<file path="src/rtl/tetris_pkg.sv">
// rtl/tetris_pkg.sv - shared playfield geometry, colour indices and palette
package tetris_pkg;

  localparam int BOARD_W  = 10;
  localparam int BOARD_H  = 20;
  localparam int BORDER_W = 4;

  typedef enum logic [2:0] {EMPTY, I, O, T, S, Z, J, L} color_e;

  localparam logic [7:0] PALETTE [8] = '{
    8'h24,  // EMPTY
    8'h1F,  // I
    8'hFC,  // O
    8'hA3,  // T
    8'h1C,  // S
    8'hE0,  // Z
    8'h03,  // J
    8'hF0   // L
  };

  localparam logic [7:0] BORDER_RGB = 8'hB6;
  localparam logic [7:0] BG_RGB     = 8'h00;

  typedef enum logic [1:0] {RGN_BG, RGN_BORDER, RGN_BOARD} region_e;

endpackage

</file>
<file path="src/rtl/pixel_coord_tracker.sv">
// rtl/pixel_coord_tracker.sv - rebuilds x/y from VGA qualifiers and flags frame start
module pixel_coord_tracker #(
  parameter int PIX_DIV = 20
) (
  input  logic       clk,
  input  logic       rst,
  input  logic       pixel_en,
  input  logic       v_sync,
  output logic [9:0] x,
  output logic [9:0] y,
  output logic       pixel_en_d,
  output logic       frame_done
);

  localparam int             DW        = (PIX_DIV > 1) ? $clog2(PIX_DIV) : 1;
  localparam logic [DW-1:0]  DIV_LAST  = DW'(PIX_DIV - 1);
  localparam logic [9:0]     COORD_MAX = 10'd1023;

  logic [DW-1:0] div_cnt;
  logic          v_sync_d;

  // Column: divide clocks down to pixels, saturate at the right edge, clear outside active video
  always_ff @(posedge clk) begin
    if (rst) begin
      div_cnt <= '0;
      x       <= '0;
    end else if (!pixel_en) begin
      div_cnt <= '0;
      x       <= '0;
    end else if (div_cnt == DIV_LAST) begin
      div_cnt <= '0;
      if (x != COORD_MAX) x <= x + 10'd1;
    end else begin
      div_cnt <= div_cnt + DW'(1);
    end
  end

  // Row: advance at the end of each visible line; vertical blanking clear takes priority
  always_ff @(posedge clk) begin
    if (rst) begin
      y          <= '0;
      pixel_en_d <= 1'b0;
    end else begin
      pixel_en_d <= pixel_en;
      if (!v_sync) begin
        y <= '0;
      end else if (pixel_en_d && !pixel_en && (y != COORD_MAX)) begin
        y <= y + 10'd1;
      end
    end
  end

  // Frame start: one-clock pulse when v_sync falls into blanking
  always_ff @(posedge clk) begin
    if (rst) begin
      v_sync_d   <= 1'b0;
      frame_done <= 1'b0;
    end else begin
      v_sync_d   <= v_sync;
      frame_done <= v_sync_d & ~v_sync;
    end
  end

endmodule

</file>
<file path="src/rtl/board_renderer.sv">
// rtl/board_renderer.sv - playfield pixel source: region decode, cell fetch, palette lookup
module board_renderer
  import tetris_pkg::*;
#(
  parameter int PIX_DIV    = 20,
  parameter int X0         = 240,
  parameter int Y0         = 80,
  parameter int CELL_SHIFT = 4
) (
  input  logic       clk,
  input  logic       rst,
  input  logic       pixel_en,
  input  logic       v_sync,
  output logic [7:0] cell_addr,
  input  logic [2:0] cell_data,
  output logic [7:0] rgb_8,
  output logic       frame_done
);

  localparam int CELL_PX = 1 << CELL_SHIFT;

  localparam logic [10:0] BX_LO = 11'(X0);
  localparam logic [10:0] BX_HI = 11'(X0 + BOARD_W * CELL_PX);
  localparam logic [10:0] BY_LO = 11'(Y0);
  localparam logic [10:0] BY_HI = 11'(Y0 + BOARD_H * CELL_PX);
  localparam logic [10:0] RX_LO = 11'(X0 - BORDER_W);
  localparam logic [10:0] RX_HI = 11'(X0 + BOARD_W * CELL_PX + BORDER_W);
  localparam logic [10:0] RY_LO = 11'(Y0 - BORDER_W);
  localparam logic [10:0] RY_HI = 11'(Y0 + BOARD_H * CELL_PX + BORDER_W);

  logic [9:0]  x, y;
  logic        pen_d;
  logic [10:0] xe, ye;
  logic [9:0]  dx, dy;
  logic [3:0]  col;
  logic [4:0]  row;
  logic [7:0]  addr_calc;
  logic [7:0]  addr_hold;
  logic        in_board, in_ring;
  region_e     rgn_s0, rgn_s1;
  logic        pen_s1;

  pixel_coord_tracker #(.PIX_DIV(PIX_DIV)) u_trk (
    .clk        (clk),
    .rst        (rst),
    .pixel_en   (pixel_en),
    .v_sync     (v_sync),
    .x          (x),
    .y          (y),
    .pixel_en_d (pen_d),
    .frame_done (frame_done)
  );

  assign xe = {1'b0, x};
  assign ye = {1'b0, y};
  assign dx = x - 10'(X0);
  assign dy = y - 10'(Y0);
  assign col = 4'(dx >> CELL_SHIFT);
  assign row = 5'(dy >> CELL_SHIFT);

  // row*10 + col without a multiplier
  assign addr_calc = {row, 3'b000} + {2'b00, row, 1'b0} + {4'b0000, col};

  assign in_board = (xe >= BX_LO) && (xe < BX_HI) && (ye >= BY_LO) && (ye < BY_HI);
  assign in_ring  = (xe >= RX_LO) && (xe < RX_HI) && (ye >= RY_LO) && (ye < RY_HI);

  // Stage 0: classify the current pixel; the ring test only matters outside the board
  always_comb begin
    rgn_s0 = RGN_BG;
    if (in_board) begin
      rgn_s0 = RGN_BOARD;
    end else if (in_ring) begin
      rgn_s0 = RGN_BORDER;
    end
  end

  assign cell_addr = in_board ? addr_calc : addr_hold;

  // Keep the last in-board address so the memory port is quiet off the board
  always_ff @(posedge clk) begin
    if (rst) begin
      addr_hold <= '0;
    end else if (in_board) begin
      addr_hold <= addr_calc;
    end
  end

  // Stage 1: carry region and video qualifier alongside the memory read
  always_ff @(posedge clk) begin
    if (rst) begin
      rgn_s1 <= RGN_BG;
      pen_s1 <= 1'b0;
    end else begin
      rgn_s1 <= rgn_s0;
      pen_s1 <= pen_d;
    end
  end

  // Stage 2: final colour; cell_data is only consulted for board pixels
  always_ff @(posedge clk) begin
    if (rst) begin
      rgb_8 <= 8'h00;
    end else if (!pen_s1) begin
      rgb_8 <= 8'h00;
    end else begin
      case (rgn_s1)
        RGN_BORDER: rgb_8 <= BORDER_RGB;
        RGN_BOARD:  rgb_8 <= PALETTE[cell_data];
        default:    rgb_8 <= BG_RGB;
      endcase
    end
  end

endmodule

</file>
<file path="config.mk">
export PLATFORM = sky130hd
export DESIGN_NAME = board_renderer
export DESIGN_NICKNAME = d
export VERILOG_FILES = /design/src/rtl/tetris_pkg.sv /design/src/rtl/pixel_coord_tracker.sv /design/src/rtl/board_renderer.sv
export SDC_FILE = /design/constraint.sdc
export NUM_CORES = 1
export LEC_CHECK = 0
export ABC_CLOCK_PERIOD_IN_PS = 3800
export CAP_MARGIN = 20
export CORE_ASPECT_RATIO = 0.8
export CORE_UTILIZATION = 55
export CTS_CLUSTER_DIAMETER = 80
export DETAILED_ROUTE_END_ITERATION = 8
export DONT_BUFFER_PORTS = 1
export PLACE_DENSITY = 0.67
export RECOVER_POWER = 50
export SETUP_SLACK_MARGIN = 0.4
export SKIP_CTS_REPAIR_TIMING = 1
export SLEW_MARGIN = 20
export SYNTH_ARGS = -nofsm -noshare
export SYNTH_HDL_FRONTEND = slang
export SYNTH_SLANG_ARGS = --single-unit
export TNS_END_PERCENT = 20
</file>
<file path="constraint.sdc">
create_clock -name clk -period 3.8 [get_ports clk]
set_input_delay 0.38 -clock clk [delete_from_list [all_inputs] [get_ports clk]]
set_output_delay 0.38 -clock clk [all_outputs]
set_load 0.03 [all_outputs]
</file>
==> results of run 1 <==
cells in the mapped netlist (2+ instances only):
master    number  area [um2]
nand2_1       18        67.6
o21ai_1        6        30.0
a21o_1         3        22.5
clkbuf_1       7        26.3
nor2b_1        3        18.8
or3_1          2        12.5
o21ai_0       15        75.1
nand3_1       16        80.1
nor3_1         8        40.0
nand4_1        8        50.1
and3_1         3        18.8
xnor2_1       21         184
nor3_2         2        20.0
nor4_1         2        12.5
mux2i_1        5        50.1
ha_1          28         350
buf_2          2        10.0
inv_1         21        78.8
a21oi_1       17        85.1
fa_1           2        40.0
nor3b_1        2        15.0
nor2_1        31         116
xor2_1         7        61.3
dfxtp_1       47         941
layer usage:
| metal | share of wire [%] | vias up | global-route usage [%] |
|---|---|---|---|
| met1 | 53 | 919 | 28.4 |
| met2 | 42 | 25 | 31.0 |
| met3 | 2.6 | 7 | 4.43 |
| met4 | 1.8 | 0 | 9.38 |
| li1 | - | 1043 | - |
| met5 | 0 | - | 0 |
cells in the final DEF (no fill, tap or decap), drive strengths merged, types with 3 or more instances in the layout:
master	netlist	final
clkbuf	7	7
buf	5	4
nand2	19	19
nand4	8	8
a21oi	17	17
and3	3	3
nand3	17	17
mux2i	5	5
ha	28	28
nor3	10	10
a21o	3	3
dfxtp	47	47
o21ai	22	22
inv	21	20
xnor2	21	21
nor4	3	3
nor2	31	31
xor2	7	7
nor2b	3	3
metrics by stage:
step | hold slack [ns] | utilization [%]
finish | 0.138 | 62.0
global route | 0.121 | 62.0
CTS | 0.123 | 59.7
detailed placement | 0.448 | 57.9
global placement | 0.443 | 57.9
floorplan | 0.433 | -
cell type report:
| cell class | count | area (um2) | area share [%] |
|---|---|---|---|
| Sequential cell | 47 | 948 | 33.1 |
| Tap cell | 60 | 75.1 | 2.62 |
| Clock buffer | 7 | 76.3 | 2.66 |
| Clock inverter | 1 | 5.00 | 0.175 |
| Timing Repair Buffer | 4 | 30.0 | 1.05 |
| Multi-Input combinational cell | 221 | 1650 | 57.5 |
| Inverter | 21 | 82.6 | 2.88 |
logic make-up after synthesis:
kind of cell / count (synthesis) / synth area share (%)
flip-flops: 47 / 35.4
adder cells (fa/ha/maj): 30 / 14.7
AND/OR/NAND/NOR: 101 / 19.2
multiplexers: 6 / 2.30
buffers and inverters: 33 / 5.17
AO/OA/AOI/OAI: 56 / 14.1
XOR/XNOR: 28 / 9.22
critical path, cell delays in order, from the launching register on:
cell and delay (ns):
dfxtp_4 0.39, clkinvlp_4 0.14, ha_4 0.22, xnor2_4 0.14, fa_2 0.64, ha_4 0.22
a211oi_2 0.17, o21bai_1 0.10, a21oi_1 0.18, xnor2_1 0.17, o21a_2 0.28
flip-flops by register name, indices dropped and copies added, names as in the netlist:
register          count
u_trk.x              10
u_trk.div_cnt         5
u_trk.v_sync_d        1
addr_hold             8
rgb_8                 8
u_trk.y              10
u_trk.pixel_en_d      1
rgn_s1                2
u_trk.frame_done      1
pen_s1                1
report_power, final:
| part | leakage [nW] | switching, W | total (W) | internal, W |
|---|---|---|---|---|
| logic | 0.674 | 0.0000124 | 0.0000215 | 0.00000909 |
| registers | 0.382 | 0.00000263 | 0.000497 | 0.000494 |
| clock network | 0.0422 | 0.000162 | 0.000291 | 0.000129 |
| total | 1.10 | 0.000177 | 0.000810 | 0.000633 |
worst paths after layout:
kind	start	to	slack [ns]	depth (start not counted)
worst max-delay path	u_trk.y[4]	cell_addr[7]	0.47	10
worst min-delay path	rst	addr_hold[5]	0.14	1
worst max register to register	u_trk.y[4]	addr_hold[7]	1.06	11
worst min register to register	u_trk.v_sync_d	u_trk.frame_done	0.46	1
==> out/qor.yml, run 1 <==
postRouteAntennaNets: 0
finalMaxSlewViolations: 0
drtIter0Drc: 50
yosysWarnings: 0
start_kind: "register"
fin_skew_ns: 0.00510
synth_edf_count: 0
worstPathMaxFanout: 6
period_minus_slack_ns: 3.33
final_area_mm2: 0.00287
cts_tree: "done"
relSlewSlack_pct: 26.1
drt-total-wl_um: 4930
grt_usage_pct: 20.7
worst_pin_slew_ns: 1.09
final_cell_count_no_fill: 361
dieWidth_um: 79.8
grt_max_degree: 17
nNetsFinal: 337
final.setup.worst_slack_ns: 0.472
hold_viol: 0
dp_cells: 349
avgSynthCellArea_um2: 8.84
synth_top_flop_cell: "dfxtp_1"
grt_pass1_vias: 1811
syn_inst: 301
wl_per_cell_um: 13.6
die_area_mm2: 0.00512
final.period_utilization_pct: 87.6
dp_hpwl_um: 3500
async_reset_ff_share_pct: 0
clk_latency_ns: 0.30
holdCritPathClass: "in2reg"
cts_sinks: 47
synth.yosys.seq_area_share_pct: 35.4
ios: 24
status: "finished, final reports clean"
initial_utilization_pct: 57.5
syn_nets: 338
ys_types: 49
synthesis.area_mm2: 0.00266
clk_path_buf_depth: 2
port_buffers: 0
max_cap_viol_count: 0
crit_required_ns: 3.42
num-fill-cells: 416
antenna_cells: 0
max_freq_ghz: 0.300
die_y_um: 64.2
endpoint_kind: "output pin"
p_leak_nw: 1.10
grt_pass1_wl_um: 8220
grt_overflow: 0
via_per_inst: 5.52
firstDrtPassIters: 4
drc_errors: 0
fin_setup_tns_ns: 0
cts_max_level: 2
row_count: 22
ys_ff_latch: 47
ir_drop_v: 0.000203
clock-root-buffer: "clkbuf_8"
path_clk_slew_ns: 0.08
vias: 1994
rsz0062_at_grt: "yes"
place_area_mm2: 0.00268
total_power_w: 0.000810
setup_viol: 0
cts_inserted_buffers: 5
drive_gt1_share_pct: 11.3
arrival_ns: 2.95
power_density_mw_per_mm2: 282
core_mm2: 0.00462
syn2layout_area_growth_pct: 7.71
pre_cts_slack_ns: 0.450
antenna_found_initial: 0
gp_congestion: 0.822
crit_type: "reg2out"
No activity file was read; power rests on OpenSTA's default activity.
==> run 2: changes to the inputs <==
--- a/config.mk
+++ b/config.mk
@@ -7,7 +7,6 @@
 export LEC_CHECK = 0
 export ABC_CLOCK_PERIOD_IN_PS = 3800
 export CAP_MARGIN = 20
-export CORE_ASPECT_RATIO = 0.8
 export CORE_UTILIZATION = 55
 export CTS_CLUSTER_DIAMETER = 80
 export DETAILED_ROUTE_END_ITERATION = 8
==> constraint.sdc (replaced) <==
create_clock -name clk -period 3.8 [get_ports clk]
set_input_delay 0.76 -clock clk [delete_from_list [all_inputs] [get_ports clk]]
set_output_delay 0.76 -clock clk [all_outputs]
set_load 0.03 [all_outputs]
==> run 2 against run 1 <==
  * Die area about the same
  * Fmax shrank 6.9%
  * Count of clock-buffer cells in the layout unchanged
  * Largest power group unchanged
  * Flip-flop and latch count unchanged
  * Critical endpoint unchanged
  * Global-route usage rose by 0.97 points
  * Final cell count down 2.2%
  * Hold slack improved by 0.32 ns
==> out/qor.yml, run 2 (same netlist as run 1, synthesis figures left out) <==
ir_drop_v: 0.000196  # was 0.000203 V
crit_buf_inv: 1  # unchanged
cts_max_level: 2  # unchanged
cp_top_family: "adder cells"  # unchanged
hold-worst-slack_ns: 0.458  # was 0.138 ns
grt_max_degree: 17  # unchanged
crit_path_max_incr_delay_ns: 0.39  # was 0.64 ns
row_count: 24  # was 22
num-fill-cells: 384  # was 416
dp_cells: 343  # was 349
dieWidth_um: 71.6  # was 79.8 um
port_buffers: 0  # unchanged
fin_setup_tns_ns: 0  # unchanged
cts_sinks: 47  # unchanged
cp_slowest_cell: "dfxtp_4"  # was fa_2
layout_commonest_cell: "dfxtp_1"  # unchanged
ios: 24  # unchanged
path_clk_slew_ns: 0.08  # about the same
max_cap_viol_count: 0  # unchanged
max_freq_ghz: 0.280  # was 0.300 GHz
multi_input_area_mm2: 0.00167  # was 0.00165 mm2
final_cell_mix: "dfxtp_1, nor2_1, ha_1, inv_1, xnor2_1"  # unchanged
crit_required_ns: 3.04  # was 3.42 ns
crit_type: "reg2out"  # unchanged
grt_pass1_vias: 1902  # was 1811
reg.largest.list: "u_trk.x: 10 flops, u_trk.y: 10 flops"  # unchanged
cp_cell_sequence: "inv_4 -> ha_4 -> nor2b_2 -> nor2_1 -> xor2_1 -> ha_1 -> ha_1 -> o21ai_0 -> o21bai_1 -> a21oi_2 -> xnor2_2 -> o21a_2"  # was clkinvlp_4 -> ha_4 -> xnor2_4 -> fa_2 -> ha_4 -> a211oi_2 -> o21bai_1 -> a21oi_1 -> xnor2_1 -> o21a_2
rsz0062_at_grt: "yes"  # unchanged
final.period_utilization_pct: 94.1  # was 87.6%
worst_pin_slew_ns: 1.12  # was 1.09 ns
fin_skew_ns: 0.00467  # was 0.00510 ns
period_minus_slack_ns: 3.58  # was 3.33 ns
clk_path_buf_depth: 2  # unchanged
arrival_ns: 2.82  # was 2.95 ns
cts_tree: "done"  # unchanged
core_mm2: 0.00450  # was 0.00462 mm2
power_density_mw_per_mm2: 280  # was 282 mW/mm2
final_cell_count_no_fill: 353  # was 361
via_per_inst: 5.73  # was 5.52
endpoint_kind: "output pin"  # unchanged
drtIter0Drc: 60  # was 50
vias: 2023  # was 1994
antenna_cells: 0  # unchanged
seq_area_um2: 952  # was 948 um2
worstPathMaxFanout: 5  # was 6
gp_congestion: 0.831  # was 0.822
postRouteAntennaNets: 0  # unchanged
wl_per_cell_um: 14.4  # was 13.6 um
die_area_mm2: 0.00512  # about the same
post-route-util_pct: 64.1  # was 62.0%
setup_viol: 0  # unchanged
drive_gt1_share_pct: 14.0  # was 11.3%
syn2layout_area_growth_pct: 8.42  # was 7.71%
holdCritPathClass: "reg2reg"  # was in2reg
status: "finished, final reports clean"  # unchanged
grt_usage_pct: 21.7  # was 20.7%
clock-root-buffer: "clkbuf_8"  # unchanged
nNetsFinal: 337  # unchanged
grt_overflow: 0  # unchanged
dp_hpwl_um: 3640  # was 3500 um
drc_errors: 0  # unchanged
p_leak_nw: 1.12  # was 1.10 nW
crit_top_cell: "ha_1"  # was ha_4
die_y_um: 71.6  # was 64.2 um
drt-total-wl_um: 5090  # was 4930 um
grt_pass1_wl_um: 8720  # was 8220 um
relSlewSlack_pct: 24.4  # was 26.1%
cts_inserted_buffers: 5  # unchanged
firstDrtPassIters: 4  # unchanged
clk_latency_ns: 0.30  # about the same
hold_viol: 0  # unchanged
start_kind: "register"  # unchanged
initial_utilization_pct: 59.1  # was 57.5%
finalMaxSlewViolations: 0  # unchanged
antenna_found_initial: 0  # unchanged
-- run 2: path summary, 6_finish.rpt --
path                  start                to  slack (ns)  depth (start not counted)
max              u_trk.y[5]      cell_addr[7]        0.22                         12
min reg2reg  u_trk.v_sync_d  u_trk.frame_done        0.46                          1
max reg2reg      u_trk.y[5]      addr_hold[6]        1.24                         10
min          u_trk.v_sync_d  u_trk.frame_done        0.46                          1
-- run 2: layout make-up --
class	instances	share of cell area, %
inverter	21	2.91
sequential	47	33.0
multi-input combinational	221	58.0
tap	52	2.25
timing repair buffer	4	1.04
clock buffer	7	2.65
clock inverter	1	0.173
-- run 2: stage by stage --
| step | setup slack [ns] | cell area [um2] | total power, W |
|---|---|---|---|
| 3_3_place_gp | 0.316 | 2700 | 0.000531 |
| 6_report | 0.223 | 2890 | 0.000807 |
| 2_1_floorplan | 0.438 | 2680 | 0.000530 |
| 4_1_cts | -0.113 | 2780 | 0.000814 |
| 3_5_place_dp | 0.232 | 2700 | 0.000532 |
| 5_1_grt | 0.00419 | 2890 | 0.000842 |
-- run 2: per-layer routing --
metal	vias up	wire length (um)	GRT usage, %
met2	31	2520	37.5
li1	1040	-	-
met5	-	0	0
met4	0	70	7.19
met3	7	131	4.22
met1	945	2360	27.2
-- run 2: power breakdown --
| group | total, W | internal [W] | switching, W |
|---|---|---|---|
| sequential | 0.000496 | 0.000494 | 0.00000259 |
| clock | 0.000289 | 0.000129 | 0.000160 |
| combinational | 0.0000220 | 0.00000932 | 0.0000127 |
| total | 0.000807 | 0.000632 | 0.000175 |
==> run 3: changes to the inputs <==
--- a/config.mk
+++ b/config.mk
@@ -11,11 +11,12 @@
 export CTS_CLUSTER_DIAMETER = 80
 export DETAILED_ROUTE_END_ITERATION = 8
 export DONT_BUFFER_PORTS = 1
+export GPL_TIMING_DRIVEN = 1
 export PLACE_DENSITY = 0.67
 export RECOVER_POWER = 50
 export SETUP_SLACK_MARGIN = 0.4
 export SKIP_CTS_REPAIR_TIMING = 1
-export SLEW_MARGIN = 20
+export SLEW_MARGIN = 5
 export SYNTH_ARGS = -nofsm -noshare
 export SYNTH_HDL_FRONTEND = slang
 export SYNTH_SLANG_ARGS = --single-unit
==> results of run 3 <==
No change in the layout: final DEF, timing and power equal those of run 2.
